### config.mk
export PLATFORM = sky130hd
export DESIGN_NAME = spi_master
export DESIGN_NICKNAME = d
export VERILOG_FILES = /design/src/rtl/spi_master.sv
export SDC_FILE = /design/constraint.sdc
export NUM_CORES = 1
export LEC_CHECK = 0
export BUFFER_PORTS_ARGS = -buffer_cell sky130_fd_sc_hd__buf_4
export CORE_MARGIN = 10
export CORE_UTILIZATION = 56
export DETAILED_ROUTE_END_ITERATION = 10
export MAX_ROUTING_LAYER = met4
export PLACE_DENSITY = 0.88
export SYNTH_ARGS = -nofsm -noshare
export SYNTH_HDL_FRONTEND = slang
export SYNTH_SLANG_ARGS = --single-unit
### constraint.sdc
create_clock -name clk -period 2.6 [get_ports clk]
set_input_delay 0.52 -clock clk [delete_from_list [all_inputs] [get_ports clk]]
set_output_delay 0.52 -clock clk [all_outputs]
set_load 0.02 [all_outputs]
### src/rtl/spi_master.sv
// SPI mode-0 master: one byte per start, MSB first; chip select can be held
// open between bytes (WAIT) so several bytes form a single frame.
module spi_master #(
  parameter int HALF_PERIOD = 8,
  parameter int CS_SETUP    = 8,
  parameter int CS_HOLD     = 8
) (
  input  logic       clk,
  input  logic       rst,
  input  logic       start,
  input  logic       last,
  input  logic       cs_release,
  input  logic [7:0] tx_data,
  output logic       busy,
  output logic       done,
  output logic [7:0] rx_data,
  output logic       spi_scs,
  output logic       spi_sck,
  output logic       spi_sdo,
  input  logic       spi_sdi
);

  localparam int MAX_A   = (HALF_PERIOD > CS_SETUP) ? HALF_PERIOD : CS_SETUP;
  localparam int MAX_CNT = (MAX_A > CS_HOLD) ? MAX_A : CS_HOLD;
  localparam int CW      = $clog2(MAX_CNT + 1);

  localparam logic [CW-1:0] HP_END    = CW'(HALF_PERIOD - 1);
  localparam logic [CW-1:0] SETUP_END = CW'(CS_SETUP - 1);
  localparam logic [CW-1:0] HOLD_END  = CW'(CS_HOLD - 1);

  typedef enum logic [2:0] {IDLE, SETUP, LOW, HIGH, HOLD, WAIT} state_t;

  state_t          state_reg, state_next;
  logic [CW-1:0]   cnt_reg, cnt_next;
  logic [2:0]      bit_reg, bit_next;
  logic [7:0]      tx_reg, tx_next;
  logic [7:0]      rx_shift_reg, rx_shift_next;
  logic [7:0]      rx_data_reg, rx_data_next;
  logic            last_reg, last_next;
  logic            hold_done_reg, hold_done_next;
  logic            done_reg, done_next;
  logic            scs_reg, sck_reg, busy_reg;
  logic            sdi_meta_reg, sdi_sync_reg;

  // Two-flop synchroniser for the asynchronous MISO line; no reset needed.
  always_ff @(posedge clk) begin
    sdi_meta_reg <= spi_sdi;
    sdi_sync_reg <= sdi_meta_reg;
  end

  always_comb begin
    state_next     = state_reg;
    cnt_next       = cnt_reg;
    bit_next       = bit_reg;
    tx_next        = tx_reg;
    rx_shift_next  = rx_shift_reg;
    rx_data_next   = rx_data_reg;
    last_next      = last_reg;
    hold_done_next = hold_done_reg;
    done_next      = 1'b0;

    case (state_reg)
      IDLE: begin
        if (start) begin
          tx_next    = tx_data;
          last_next  = last;
          cnt_next   = '0;
          bit_next   = '0;
          state_next = SETUP;
        end
      end

      SETUP: begin
        if (cnt_reg == SETUP_END) begin
          cnt_next   = '0;
          state_next = LOW;
        end else begin
          cnt_next = cnt_reg + 1'b1;
        end
      end

      LOW: begin
        if (cnt_reg == HP_END) begin
          cnt_next   = '0;
          state_next = HIGH;
        end else begin
          cnt_next = cnt_reg + 1'b1;
        end
      end

      HIGH: begin
        if (cnt_reg == HP_END) begin
          cnt_next      = '0;
          rx_shift_next = {rx_shift_reg[6:0], sdi_sync_reg};
          // The 3-bit counter wraps back to 0 after bit 0 has been sent.
          bit_next      = bit_reg + 3'd1;
          if (bit_reg == 3'd7) begin
            if (last_reg) begin
              hold_done_next = 1'b1;
              state_next     = HOLD;
            end else begin
              done_next    = 1'b1;
              rx_data_next = rx_shift_next;
              state_next   = WAIT;
            end
          end else begin
            tx_next    = {tx_reg[6:0], 1'b0};
            state_next = LOW;
          end
        end else begin
          cnt_next = cnt_reg + 1'b1;
        end
      end

      HOLD: begin
        if (cnt_reg == HOLD_END) begin
          cnt_next   = '0;
          state_next = IDLE;
          if (hold_done_reg) begin
            done_next    = 1'b1;
            rx_data_next = rx_shift_reg;
          end
        end else begin
          cnt_next = cnt_reg + 1'b1;
        end
      end

      WAIT: begin
        if (start) begin
          tx_next    = tx_data;
          last_next  = last;
          cnt_next   = '0;
          bit_next   = '0;
          state_next = LOW;
        end else if (cs_release) begin
          hold_done_next = 1'b0;
          cnt_next       = '0;
          state_next     = HOLD;
        end
      end

      default: begin
        state_next = IDLE;
      end
    endcase
  end

  // Pin-level outputs are registered from the next state so they change
  // cleanly on the same edge the state does.
  always_ff @(posedge clk) begin
    if (rst) begin
      state_reg     <= IDLE;
      cnt_reg       <= '0;
      bit_reg       <= '0;
      tx_reg        <= '0;
      rx_shift_reg  <= '0;
      rx_data_reg   <= '0;
      last_reg      <= 1'b0;
      hold_done_reg <= 1'b0;
      done_reg      <= 1'b0;
      scs_reg       <= 1'b1;
      sck_reg       <= 1'b0;
      busy_reg      <= 1'b0;
    end else begin
      state_reg     <= state_next;
      cnt_reg       <= cnt_next;
      bit_reg       <= bit_next;
      tx_reg        <= tx_next;
      rx_shift_reg  <= rx_shift_next;
      rx_data_reg   <= rx_data_next;
      last_reg      <= last_next;
      hold_done_reg <= hold_done_next;
      done_reg      <= done_next;
      scs_reg       <= (state_next == IDLE);
      sck_reg       <= (state_next == HIGH);
      busy_reg      <= (state_next inside {SETUP, LOW, HIGH, HOLD});
    end
  end

  assign busy    = busy_reg;
  assign done    = done_reg;
  assign rx_data = rx_data_reg;
  assign spi_scs = scs_reg;
  assign spi_sck = sck_reg;
  assign spi_sdo = tx_reg[7];

endmodule

; ---- Word-level counts from Yosys, hierarchy flattened
; Index checks and enable logic that the tools add are counted.
[totals]
regBits = 42
out_inout_bits = 13
[op_classes]
add_sub_neg = 2
n_eq_ne = 23
muxes = 40
reduce_logical = 16
[op_table]
columns = op, count
row1 = 8-bit 2-to-1 mux, 8
row2 = 8-bit case mux with 2 select lines, 2
row3 = 3-bit 2-to-1 mux, 10
row4 = 2-bit != test (second input constant), 10
row5 = 3-bit case mux with 6 select lines, 1
row6 = 4-bit 2-to-1 mux, 4
row7 = 3-bit by 2-bit == test with 1-bit output (second input constant), 4
row8 = 3-bit == test (second input constant), 4
row9 = 4-bit case mux with 3 select lines, 1
row10 = 6-bit AND reduction, 2
row11 = 1-bit 2-to-1 mux, 11
row12 = 3-bit by 1-bit == test with 1-bit output (second input constant), 2
row13 = 3-bit zero test, 2
row14 = 3-bit case mux with 2 select lines, 1
row15 = 3-bit AND reduction, 2
row16 = 2-bit nonzero test, 3
row17 = 4-bit by 1-bit adder with 4-bit output (second input constant), 1
row18 = 4-bit by 3-bit == test with 1-bit output (second input constant), 1
row19 = 1-bit case mux with 2 select lines, 2
row20 = 2-bit AND reduction, 2
row21 = 4-bit AND reduction, 1
row22 = 4-bit nonzero test, 1
row23 = 4-bit OR reduction, 1
row24 = 3-bit by 1-bit adder with 3-bit output (second input constant), 1
row25 = other kinds (4), 4

; ---- Longest topological paths before layout
; Gate-level depths: netlist of the first run.
[logic_depth]
ltp_word = 6
mapped_depth = 8
ltp_nobuf = 7

; ---- Worst setup path after synthesis of the first run
; Ideal clock, no wire load.
[synth_timing]
path_kind = reg-to-reg
startpoint = register bit_reg[0]
endpoint = register busy_reg, in the netlist busy
setup_time_ps = 121
arrival_ps = 1696
t_required_ps = 2479
setup_slack_ps = 782
stages_incl_launch_ff = 8
path_cell_list = dfxtp_1 > ha_1 > ha_1 > and2b_2 > mux2i_1 > o221a_2 > and2_4 > mux2_4
[synth_between]
elab_chain_len = 6
[synth_rtl]
columns = item, line_no
row1 = "start, declared", 35  ; logic [2:0] bit_reg, bit_next;
row2 = "start signal, assigned", 167  ; bit_reg <= bit_next;
row3 = 3-bit == test (*), 97  ; if (bit_reg == 3'd7) begin
row4 = 3-bit 2-to-1 mux (*), 97
row5 = 3-bit 2-to-1 mux (*), 92  ; if (cnt_reg == HP_END) begin
row6 = 3-bit case mux with 6 select lines (*), 62  ; case (state_reg)
row7 = 3-bit by 1-bit == test with 1-bit output (tied with other cells), 176  ; busy_reg <= (state_next inside {SETUP, LOW, HIGH, HOLD});
row8 = 4-bit nonzero test (*), 176
row9 = "end signal, assigned", 176
row10 = "end, declared", 42  ; logic scs_reg, sck_reg, busy_reg;
; Mark *: on every way between the ends. The rest lies on a longest branch, timed or not.
; A chain may end at the register's enable or synchronous reset.

; ---- Worst setup path after layout of the first run
[layout_timing]
startpoint = register cnt_reg[0]
endpoint = register tx_reg[0]
[layout_between]
elab_chain_len = 3
[layout_rtl]
columns = item, line_no
row1 = "start, declared", 34  ; logic [CW-1:0] cnt_reg, cnt_next;
row2 = "start signal, assigned", 166  ; cnt_reg <= cnt_next;
row3 = 4-bit by 3-bit == test with 1-bit output, 92
row4 = 2-bit != test (no source line), -
row5 = 4-bit AND reduction (no source line), -
row6 = "end signal, assigned", 168  ; tx_reg <= tx_next;
row7 = "end, declared", 36  ; logic [7:0] tx_reg, tx_next;
; Every way passes these cells.

==> flow_metrics.env, run 1 <==
export IMPL_avgRoutedWirePerCell_um=13.4
export IMPL_p_sw_w=0.000273
export IMPL_clockBufferDepth=2
export IMPL_first_iter_violations=172
export IMPL_first_global_vias=1363
export IMPL_io_pins=27
export IMPL_synth_seq_cells=42
export IMPL_crit_slowest_cell="o21ai_4"
export IMPL_arrival_ps=2330
export IMPL_cp_num_buf_inv=0
export IMPL_hold_buffers=0
export IMPL_post_cts_buffers=0
export IMPL_area_growth_pct=10.8
export IMPL_grt_antenna_before_repair=0
export IMPL_ant_nets=0
export IMPL_wl_met3_um=248
export IMPL_yosys_top_cells_area="dfxtp_1 43%, mux2i_1 9.2%, a211oi_1 6.1%"
export IMPL_core_area_um2=3360
export IMPL_seq_area_frac_synth_pct=42.8
export IMPL_route_detailed_drc=0
export IMPL_layoutNonFillerInstCount=278
export IMPL_setup_tns_ps=0
export IMPL_vias=1538
export IMPL_clk_pin_slew_ps=120
export IMPL_portBuffers=26
export IMPL_synth_area_um2=1960
export IMPL_synth_top_area_share_pct=42.8
export IMPL_cp_end_kind="flop"
export IMPL_min_period_ps=2100
export IMPL_fill_cells=283
export IMPL_grt_pass1_wl_um=6290
export IMPL_setup_viol=0
export IMPL_p_int_w=0.000918
export IMPL_overflow=0
export IMPL_path_delay_family="simple AND/OR/NAND/NOR gates"
export IMPL_vdd_drop_max_mv=0.263
export IMPL_num_antenna_cells=0
export IMPL_p_per_area_nw_per_um2=547
export IMPL_cts_tree="built"
export IMPL_firstDrtPassIters=4
export IMPL_cts_resized_gates=0
export IMPL_cts_root_buf="clkbuf_4"
export IMPL_drive_gt1_share_pct=18.5
export IMPL_comb_power_share_pct=9.2
export IMPL_critPathMaxStageDelay_ps=440
export IMPL_htreeDepth=2
export IMPL_crit_type="flop to flop"
export IMPL_die_width_um=79.2
export IMPL_seq_area_um2=841
export IMPL_clkPwrFrac_pct=34.1
export IMPL_status="finished, final reports clean"
export IMPL_power_share_switching_pct=22.9
export IMPL_worstMarginPinSlew_ps=702
export IMPL_final_area_um2=2180
export IMPL_min_path_type="primary input to flop"
export IMPL_grtUsageTotal_pct=12.4
export IMPL_dp_slack_ps=523
export IMPL_syn_inst=213
export IMPL_nNetsFinal=249
export IMPL_crit_required_ps=2830
export IMPL_rsz0062_at_grt="no"
export IMPL_finClkSkew_ps=11.0
export IMPL_ys_types=46
export IMPL_crit_path_start_kind="flop"
export IMPL_leakagePower_nw=0.818
export IMPL_mostFrequentLayoutCells="42 x dfxtp_1, 26 x buf_4, 25 x nand2_1"
export IMPL_cts_buffers_inserted=5
export IMPL_synth_top_area_cell="dfxtp_1"
export IMPL_die_height_um=79.2
export IMPL_seqPwrFrac_pct=56.7
export IMPL_vias_per_cell=5.53
export IMPL_dp_hpwl_um=2650
export IMPL_synth_fp_nets=231
export IMPL_syn_avg_cell_area_um2=9.22
export IMPL_critical_path_cell_chain="ha_1 > and3b_1 > nand2_1 > o21ai_4 > mux2i_1 > nor2_1"
export IMPL_start_util_pct=58.4
export IMPL_layout_cells_most_common="dfxtp_1"
export IMPL_ys_warn_count=0
export IMPL_wl_met1_um=1680
export IMPL_dpl_instance_area_um2=2100
export IMPL_post_route_period_util_pct=80.9
export IMPL_dieArea_um2=6280
export IMPL_crit_fanout=15
export IMPL_grt_max_degree=41
export IMPL_gp_congestion=0.797
export IMPL_maxSlewViolCount=0
export IMPL_maxCapViolCount=0
export IMPL_rows=21
export IMPL_multiInputGateArea_um2=993
export IMPL_cts_num_sinks=42
export IMPL_placed_cells=270
export IMPL_clock_fmax_mhz=475
export IMPL_clock_latency_ps=350
export IMPL_hold_violations=0
export IMPL_met2WireLength_um=1750
export IMPL_highest_layer="met4"
export IMPL_setup_ws_ps=497
export IMPL_wl_um=3730
export IMPL_slew_headroom_pct=52.6
cell usage after synthesis, drive strengths merged:
cell and count:
and2b 2, a22oi 1, ha 4, nand3 7
a21oi 16, o41ai 1, mux2 1, nor2b 1
a32oi 2, a31oi 2, buf 9, nand3b 1
and4bb 1, mux2i 18, a21o 1, inv 3
clkbuf 6, or2b 1, o221a 1, dfxtp 42
nor2 25, and2 6, nand4 1, xnor2 2
and3 1, nand2b 3, or3 1, nand2 25
and3b 3, nor3 2, nor3b 2, a211oi 16
o21ai 4, a311oi 2
logic make-up after synthesis:
kind of cell / share of synthesized area, %
AOI/OAI and AO/OA: 16.1
muxes: 9.94
DFF: 42.8
buffers and inverters: 6.62
adders and majority gates: 2.55
xor gates and xnor gates: 0.892
and+or+nand+nor: 21.1
power by group through the flow:
| stage | Sequential [W] | Clock [W] | Combinational (W) |
|---|---|---|---|
| floorplan | 0.000689 | 0 | 0.0000797 |
| global placement | 0.000689 | 0 | 0.000107 |
| detailed placement | 0.000690 | 0 | 0.000109 |
| CTS | 0.000675 | 0.000418 | 0.000110 |
| global route | 0.000678 | 0.000443 | 0.000121 |
| finish | 0.000675 | 0.000406 | 0.000109 |
layout make-up:
type | count | area share, %
multi-input combinational | 153 | 45.6
sequential | 42 | 38.6
clock buffer | 6 | 1.90
inverter | 3 | 0.517
clock inverter | 2 | 1.72
tap | 46 | 2.64
timing repair buffer | 26 | 8.97
worst paths after layout:
kind / startpoint / endpoint / slack, ps / depth (start not counted)
worst min register to register: sdi_meta_reg / sdi_sync_reg / 340 / 0
worst max register to register: cnt_reg[0] / tx_reg[0] / 500 / 6
worst max-delay path: cnt_reg[0] / tx_reg[0] / 500 / 6
worst min-delay path: spi_sdi / sdi_meta_reg / 260 / 1
metal layers:
metal | track usage [%] | up-vias
met5 | - | -
met4 | 5.20 | 0
met3 | 4.17 | 8
met2 | 19.3 | 45
met1 | 14.3 | 696
li1 | - | 789
stage by stage:
step                util, %  hold slack [ps]  power, W
floorplan                 -              310  0.000769
global placement       62.4              318  0.000795
detailed placement     62.4              320  0.000799
CTS                    64.7              248   0.00120
global route           64.7              235   0.00124
finish                 64.7              264   0.00119
(Power assumes the default switching activity.)
==> run 2, diff against run 1 <==
- CORE_UTILIZATION: 56 -> 51
- PLACE_DENSITY: 0.88 -> 0.85
- clock period: 2.6 -> 1.8 ns (I/O delays scaled with it)
==> run 2 against run 1 <==
Via count grew 5.3%. Cell area rose by 7.6%. Critical endpoint is now busy. Largest power group unchanged. Count of clock-buffer cells in the layout unchanged. Power grew 48%. Core utilization fell by 1.2 points. Setup slack got worse by 470 ps. Wire length up 11%.
==> flow_metrics.env, run 2 (synthesis gave the netlist of run 1 again) <==
export IMPL_status="finished, final reports clean"
export IMPL_clockBufferDepth=2
export IMPL_grt_busiest_layer="met2"
export IMPL_num_antenna_cells=0
export IMPL_grt_antenna_before_repair=0
export IMPL_drive_gt1_share_pct=27.3
export IMPL_path_delay_family="multiplexers"
export IMPL_cts_buffers_inserted=5
export IMPL_post_route_period_util_pct=98.3
export IMPL_first_global_vias=1454
export IMPL_crit_type="flop to flop"
export IMPL_rr_startpoint="bit_reg[0]"
export IMPL_layout_cells_most_common="buf_4"
export IMPL_firstDrtPassIters=4
export IMPL_cts_root_buf="clkbuf_8"
export IMPL_grt_pass1_wl_um=6270
export IMPL_dp_hpwl_um=2720
export IMPL_portBuffers=26
export IMPL_cp_common_cell="ha_2"
export IMPL_first_iter_violations=88
export IMPL_met3_usage_pct=3.06
export IMPL_dieArea_um2=6730
export IMPL_dpl_instance_area_um2=2200
export IMPL_setup_ws_ps=30.8
export IMPL_met2_usage_pct=19.7
export IMPL_min_path_type="primary input to flop"
export IMPL_die_width_um=82.1
export IMPL_grt_max_degree=41
export IMPL_route_detailed_drc=0
export IMPL_rsz0062_at_grt="yes"
export IMPL_overflow=0
export IMPL_finClkSkew_ps=3.78
export IMPL_crit_path_start_kind="flop"
export IMPL_crit_cells=7
export IMPL_crit_slowest_cell="dfxtp_2"
export IMPL_ant_nets=0
export IMPL_crit_fanout=3
export IMPL_io_pins=27
export IMPL_crit_required_ps=1980
export IMPL_clock_fmax_mhz=565
export IMPL_hold_violations=0
export IMPL_core_area_um2=3690
export IMPL_fill_cells=297
export IMPL_final_area_um2=2340
export IMPL_area_growth_pct=19.3
export IMPL_met1_usage_pct=13.1
export IMPL_seq_area_um2=846
export IMPL_dp_slack_ps=-4.33
export IMPL_cp_num_buf_inv=0
export IMPL_p_per_area_nw_per_um2=751
export IMPL_critical_path_cell_chain="ha_2 > ha_2 > and2b_2 > mux2i_1 > o221a_2 > and2_4 > mux2_4"
export IMPL_gp_congestion=0.905
export IMPL_rows=22
export IMPL_arrival_ps=1950
export IMPL_min_delay_start="spi_sdi"
export IMPL_cts_num_sinks=42
export IMPL_setup_viol=0
export IMPL_slew_headroom_pct=72.4
export IMPL_nNetsFinal=266
export IMPL_die_height_um=82.1
export IMPL_vdd_drop_max_mv=0.352
export IMPL_min_period_ps=1770
export IMPL_clock_latency_ps=290
export IMPL_grtUsageTotal_pct=11.9
export IMPL_worstMarginPinSlew_ps=415
export IMPL_wl_um=4130
export IMPL_multiInputGateArea_um2=1010
export IMPL_maxCapViolCount=0
export IMPL_htreeDepth=2
export IMPL_vias_per_cell=5.45
export IMPL_critPathMaxStageDelay_ps=340
export IMPL_cp_end_kind="flop"
export IMPL_critical_path_startpoint="bit_reg[0]"
export IMPL_cts_tree="built"
export IMPL_avgRoutedWirePerCell_um=13.9
export IMPL_fin_util_pct=63.5
export IMPL_vias=1619
export IMPL_maxSlewViolCount=0
export IMPL_r2r_cells=7
export IMPL_p_total_w=0.00176
export IMPL_hold_depth=1
export IMPL_leakagePower_nw=0.906
export IMPL_mostFrequentLayoutCells="41 x buf_4, 38 x dfxtp_1, 25 x nand2_1"
export IMPL_start_util_pct=53.3
export IMPL_clk_pin_slew_ps=80
[run 2: final cells by class]
type | count | area share (%)
multi-input cells | 154 | 43.2
clock buffers | 6 | 3.10
clock inverters | 2 | 0.587
well taps | 48 | 2.56
flip-flops and latches | 42 | 36.1
inverters | 3 | 0.481
repair buffers | 42 | 14.0
[run 2: repair_timing]
action / in CTS / in global routing
gates cloned: 0 / 1
pin swaps: 1 / 2
gates resized for setup: 2 / 5
buffers inserted: 1 / 4
setup endpoints to repair: 1 / 18
hold buffers: 0 / 0
[run 2: power by group]
part	internal (W)	total (W)	leakage, nW	switching [W]
Combinational	0.000104	0.000197	0.517	0.0000932
Sequential	0.000956	0.000972	0.344	0.0000167
Clock	0.000274	0.000590	0.0452	0.000317
Total	0.00133	0.00176	0.906	0.000426
[run 2: path summary, 6_finish.rpt]
| check | end | slack [ps] |
|---|---|---|
| setup / recovery | busy | 30 |
| hold / removal | sdi_meta_reg | 170 |
| setup reg to reg | busy | 30 |
| hold reg to reg | sdi_sync_reg | 340 |
[run 2: per-stage QoR]
step / std cells / hold slack [ps] / setup TNS (ps)
2_1_floorplan: 213 / 310 / 0
3_3_place_gp: 283 / 313 / 0
3_5_place_dp: 283 / 320 / -4.33
4_1_cts: 292 / 160 / 0
5_1_grt: 297 / 157 / -74.4
6_report: 297 / 166 / 0
[run 2: worst reg2reg max path, delay by kind of cell, from the launching register on]
kind                     cells  cell delay (ps)
multiplexers                 2              430
adder cells (fa/ha/maj)      2              350
flip-flops                   1              340
AO/OA/AOI/OAI                1              210
AND/OR/NAND/NOR              2              340
[run 2: metal layers]
layer  vias up  wire [um]
li1        825          -
met1       754       1730
met2        35       2140
met3         5        216
met4         0         39
met5         -          0
